--- src/rtl/laser_dot_sender.sv ---
// laser_dot_sender: host-side driver for the laser-treatment engine.
// Buffers 40 host-written dots, resets the engine, streams the dots one per
// cycle, captures the two returned circle centres, re-scores them against the
// stored dots and reports the covered-dot count (or a watchdog timeout).
module laser_dot_sender #(
    parameter int unsigned TIMEOUT = 16'hFFFF,
    parameter int unsigned NPTS    = 40
) (
    input  logic       CLK,
    input  logic       RST,
    input  logic       wr_en,
    input  logic [5:0] wr_addr,
    input  logic [3:0] wr_x,
    input  logic [3:0] wr_y,
    input  logic       start,
    output logic       busy,
    output logic       LRST,
    output logic [3:0] X,
    output logic [3:0] Y,
    input  logic       DONE,
    input  logic [3:0] C1X,
    input  logic [3:0] C1Y,
    input  logic [3:0] C2X,
    input  logic [3:0] C2Y,
    output logic       res_valid,
    output logic [3:0] res_c1x,
    output logic [3:0] res_c1y,
    output logic [3:0] res_c2x,
    output logic [3:0] res_c2y,
    output logic [5:0] res_cover,
    output logic       res_timeout
);

    localparam int unsigned WDW = (TIMEOUT < 2) ? 1 : $clog2(TIMEOUT + 1);

    typedef enum logic [2:0] {
        ST_IDLE,
        ST_LRST,
        ST_SEND,
        ST_WAIT,
        ST_SCORE,
        ST_REPORT
    } state_t;

    state_t         state;
    logic [3:0]     dot_x [NPTS];
    logic [3:0]     dot_y [NPTS];
    logic [5:0]     k;
    logic [WDW-1:0] wdog;
    logic           hit;

    function automatic logic [3:0] abs_diff(input logic [3:0] a, input logic [3:0] b);
        return (a >= b) ? (a - b) : (b - a);
    endfunction

    // dx^2 + dy^2 <= 16 with 4-bit deltas, 8-bit squares and a 9-bit sum
    function automatic logic in_circle(input logic [3:0] px, input logic [3:0] py,
                                       input logic [3:0] cx, input logic [3:0] cy);
        logic [3:0] dx;
        logic [3:0] dy;
        logic [7:0] sx;
        logic [7:0] sy;
        logic [8:0] d;
        dx = abs_diff(px, cx);
        dy = abs_diff(py, cy);
        sx = {4'b0, dx} * {4'b0, dx};
        sy = {4'b0, dy} * {4'b0, dy};
        d  = {1'b0, sx} + {1'b0, sy};
        return d <= 9'd16;
    endfunction

    // Dot buffer: host writes land only while idle and only for indices below NPTS
    for (genvar i = 0; i < NPTS; i++) begin : g_dot
        always_ff @(posedge CLK) begin
            if (RST) begin
                dot_x[i] <= '0;
                dot_y[i] <= '0;
            end else if (state == ST_IDLE && wr_en && wr_addr == 6'(i)) begin
                dot_x[i] <= wr_x;
                dot_y[i] <= wr_y;
            end
        end
    end

    // Coverage test of the dot currently selected by k against both captured centres
    always_comb begin
        hit = 1'b0;
        if (in_circle(dot_x[k], dot_y[k], res_c1x, res_c1y) ||
            in_circle(dot_x[k], dot_y[k], res_c2x, res_c2y))
            hit = 1'b1;
    end

    // Sequencer: engine reset, dot stream, DONE wait with watchdog, re-score, report
    always_ff @(posedge CLK) begin
        if (RST) begin
            state       <= ST_IDLE;
            busy        <= 1'b0;
            LRST        <= 1'b0;
            X           <= '0;
            Y           <= '0;
            k           <= '0;
            wdog        <= '0;
            res_valid   <= 1'b0;
            res_c1x     <= '0;
            res_c1y     <= '0;
            res_c2x     <= '0;
            res_c2y     <= '0;
            res_cover   <= '0;
            res_timeout <= 1'b0;
        end else begin
            case (state)
                ST_IDLE: begin
                    if (start) begin
                        // results and watchdog are cleared on entry so they read 0 throughout LRST
                        state       <= ST_LRST;
                        LRST        <= 1'b1;
                        busy        <= 1'b1;
                        k           <= '0;
                        wdog        <= '0;
                        res_c1x     <= '0;
                        res_c1y     <= '0;
                        res_c2x     <= '0;
                        res_c2y     <= '0;
                        res_cover   <= '0;
                        res_timeout <= 1'b0;
                    end
                end
                ST_LRST: begin
                    // X/Y are registered: dot 0 is loaded here and k then runs one dot ahead
                    LRST  <= 1'b0;
                    X     <= dot_x[0];
                    Y     <= dot_y[0];
                    k     <= 6'd1;
                    state <= ST_SEND;
                end
                ST_SEND: begin
                    if (k == 6'(NPTS)) begin
                        X     <= '0;
                        Y     <= '0;
                        k     <= '0;
                        wdog  <= '0;
                        state <= ST_WAIT;
                    end else begin
                        X <= dot_x[k];
                        Y <= dot_y[k];
                        k <= k + 6'd1;
                    end
                end
                ST_WAIT: begin
                    if (DONE) begin
                        res_c1x <= C1X;
                        res_c1y <= C1Y;
                        res_c2x <= C2X;
                        res_c2y <= C2Y;
                        k       <= '0;
                        state   <= ST_SCORE;
                    end else if (wdog == WDW'(TIMEOUT)) begin
                        res_timeout <= 1'b1;
                        res_valid   <= 1'b1;
                        state       <= ST_REPORT;
                    end else begin
                        wdog <= wdog + 1'b1;
                    end
                end
                ST_SCORE: begin
                    if (hit)
                        res_cover <= res_cover + 6'd1;
                    if (k == 6'(NPTS - 1)) begin
                        k         <= '0;
                        res_valid <= 1'b1;
                        state     <= ST_REPORT;
                    end else begin
                        k <= k + 6'd1;
                    end
                end
                ST_REPORT: begin
                    res_valid <= 1'b0;
                    busy      <= 1'b0;
                    state     <= ST_IDLE;
                end
                default: begin
                    state <= ST_IDLE;
                end
            endcase
        end
    end

endmodule
--- config.mk ---
export PLATFORM = sky130hd
export DESIGN_NAME = laser_dot_sender
export DESIGN_NICKNAME = d
export VERILOG_FILES = /design/src/rtl/laser_dot_sender.sv
export SDC_FILE = /design/constraint.sdc
export NUM_CORES = 1
export LEC_CHECK = 0
export ABC_AREA = 0
export ABC_CLOCK_PERIOD_IN_PS = 21700
export CORE_MARGIN = 5
export CORE_UTILIZATION = 59
export CTS_BUF_LIST = sky130_fd_sc_hd__clkbuf_4 sky130_fd_sc_hd__clkbuf_8
export CTS_CLUSTER_DIAMETER = 60
export DETAILED_ROUTE_END_ITERATION = 7
export PLACE_DENSITY = 0.77
export SYNTH_ARGS = -nofsm -noshare
export SYNTH_HDL_FRONTEND = slang
export SYNTH_SLANG_ARGS = --single-unit
--- constraint.sdc ---
create_clock -name CLK -period 21.7 [get_ports CLK]
set_input_delay 2.17 -clock CLK [delete_from_list [all_inputs] [get_ports CLK]]
set_output_delay 2.17 -clock CLK [all_outputs]
set_load 0.1 [all_outputs]
==> metrics.txt <==
Global Route Usage Sum 0.2491; DR WL/cell between 20 and 25 um; Die Wd slightly below 200 um; Final Cycle Share 0.4374; Area growth, synth to finish 9.762%; buffers and inverters on the worst path 4; die height between 150 and 200 um; max-slew violations 0; critical path class reg -> reg; Final setup viols 0; worst-path fanout max 78; RR Endpoint res_cover[2]; CP endpoint kind flop; Post-route DRC 0; Most used DFF post-synth edfxtp_1; multi-input logic area roughly 8900 um^2; Port Buffer Count slightly below 70; placed cell count between 2000 and 2500; Static Leak 8.407 nW; post-synth top area cell edfxtp_1; post-route insts no fill 2229; Overflow after GRT 0; Slew @ Worst Pin ~1.1 ns; GRT met3 Usage 0.04196; WHS roughly 0.47 ns; initial antenna violation count 0; FP Rows slightly below 70; Mapped Avg Cell Area ~12 um^2; total length of routed wires 48190 um; clock slew at reported path FFs around 0.060 ns; Most Crowded Layer GR met2; fillers between 2000 and 3000; most frequent CP cell fa_1; clk_skew ~0.022 ns; first-pass GRT wire length roughly 76000 um; CTS tree done; WP data required roughly 22 ns; Seq. cell area around 11000 um^2; initial cell density of the core 0.5981; Tot Pwr roughly 2.0 mW; Routed Antenna Nets 0; Critical Path Source Type flop; Yosys top cell area share 0.4651; Avg Vias per Cell roughly 6.0; CTS resizes 0; Power Density ~87 nW/um^2; post-synthesis adder-cell area fraction 0.06904; Synth Warn # 0; DIE AREA roughly 39000 um^2; root buf cell clkbuf_8; reg2reg path depth 28; setup TNS 0 ns; crit path to res_cover[2]; most frequent cells in the layout and2_1, edfxtp_1, nor2_1, inv_1; Max-slew headroom 0.2396; count of flip-flops with a built-in enable after synthesis 320; cts hold-fix bufs 0; Fin. Hold Viols 0; dpl hpwl between 30000 and 40000 um; CTS H-Tree Depth 2; Hold Crit Class reg -> reg; 1st-iter DRT viols between 1000 and 1500; Cell variety after synth 72; post-synthesis cell area 20660 um^2; worst-skew pair later-pin latency 0.62 ns; Worst VDD drop 0.00006166 V; synthesis-stage register bit count 385; IO Pins 69; post-synthesis mux area share 0.09695; Pre-antenna DRT Iters 6; largest family of logic cells by synthesized area simple AND/OR/NAND/NOR gates; ys async rst share 0; crit path DAT around 10 ns; CTS max path bufs 3; vias in the first global route 13660; pin count of the biggest net entering global routing 86; # nets final between 1500 and 2000; met1 usage 0.3303; core area 34540 um^2; number of setup buffers added after CTS 0; RSZ-0062 raised after global routing false; status complete, no violations; CTS buffer count around 60; Area after DPL between 20000 and 25000 um^2; critical path depth 28; most common cell after layout, fill and taps aside and2_1; Post-Synth Simple-Gate Area 0.1711; Max Cap Viol 0; R2R Setup Slk between 10 and 15 ns; Cells after Synth 1684; min Tclk post-route about 9.5 ns; maximum operating frequency around 110 MHz; Crit-path slowest cell buf_4; gpl congestion about 0.9; Clock Sinks roughly 390; # diodes 0; leading cell types by total area after synthesis edfxtp_1, and2_1, dfxtp_1; post-synthesis compound-gate area fraction 0.08357; Net Count, Synth about 1800; slowest stage delay, CP around 0.9 ns; fraction of layout cells with a size suffix above 1 0.1206; CP delay by family, top adder cells; design area around 23000 um^2; DR vias between 10000 and 15000; Synth Area in XOR/XNOR 0.01229; grt met2 use 0.4177; register area share after synthesis 0.5281
cells in the mapped netlist (5+ instances only):
cell type and instances:
and2_1 322, edfxtp_1 320, nor2_1 103, inv_1 79
ha_1 66, dfxtp_1 65, clkbuf_1 64, nand2_1 50
mux4_2 48, a21oi_1 46, mux2i_1 46, o22ai_1 38
o21bai_1 35, a21o_1 33, fa_1 30, nand3_1 27
mux2_2 23, xnor2_1 21, nor2b_1 19, mux2_1 18
nand2b_1 17, a211oi_1 14, nor3_1 13, or2_2 13
buf_2 10, nand4_1 10, a22oi_1 9, a221oi_1 8
a22o_1 8, o21ai_0 8, xor2_1 8, buf_4 7
buf_6 7, a2111oi_0 6, buf_1 6, and3_1 5
and4_1 5, nand3b_1 5, nor3b_1 5, nor4_1 5
power by group:
| part | switching, mW | internal [mW] | leakage (nW) | total [mW] |
|---|---|---|---|---|
| registers | 0.0108 | 0.823 | 3.84 | 0.834 |
| clock network | 0.274 | 0.322 | 0.628 | 0.596 |
| logic | 0.317 | 0.222 | 3.94 | 0.539 |
worst min-delay path by stage:
stage,to,startpoint,depth (start not counted),slack (ns)
CTS,res_c2x[3],res_c2x[3],2,0.48
finish,res_c2x[3],res_c2x[3],2,0.47
global placement,res_c2x[3],res_c2x[3],2,0.46
global route,res_c1y[3],res_c1y[3],2,0.51
detailed placement,res_c2x[3],res_c2x[3],2,0.47
floorplan,wdog[6],wdog[6],2,0.48
routing by layer:
layer | vias up | share of wire
met5 | - | 0
met4 | 0 | 0.036
met3 | 100 | 0.070
met2 | 510 | 0.49
met1 | 6621 | 0.41
li1 | 6153 | -
worst min-delay path, stage by stage (launching register included):
cell and delay, ns:
dfxtp_1 0.32, nand2_1 0.06, a21oi_1 0.05
sequential cells by signal, summed over array words and instances, names as in the netlist, 4 cells and up, named ones only:
register,cells
X,4
Y,4
dot_x,160
dot_y,160
k,6
res_c1x,4
res_c1y,4
res_c2x,4
res_c2y,4
res_cover,6
wdog,16
layout make-up:
class | instances | area share
clock buffers | 82 | 0.04425
clock inverters | 23 | 0.007172
inverters | 79 | 0.01308
multi-input cells | 1122 | 0.3944
flip-flops and latches | 385 | 0.4814
well taps | 455 | 0.02510
repair buffers | 83 | 0.03454
cells by family after synthesis:
logic type                 count (synthesis)
and+or+nand+nor                          622
xor gates and xnor gates                  29
AOI/OAI and AO/OA                        240
DFF                                      385
adders and majority gates                 96
muxes                                    135
buffers and inverters                    177
stage by stage:
stage / setup slack [ns] / util
3_3_place_gp: 12.64 / 0.6228
2_1_floorplan: 14.03 / -
4_1_cts: 12.30 / 0.6565
3_5_place_dp: 12.32 / 0.6228
5_1_grt: 11.71 / 0.6565
6_report: 12.21 / 0.6565
Note: power is estimated with default switching activity, not from simulation.
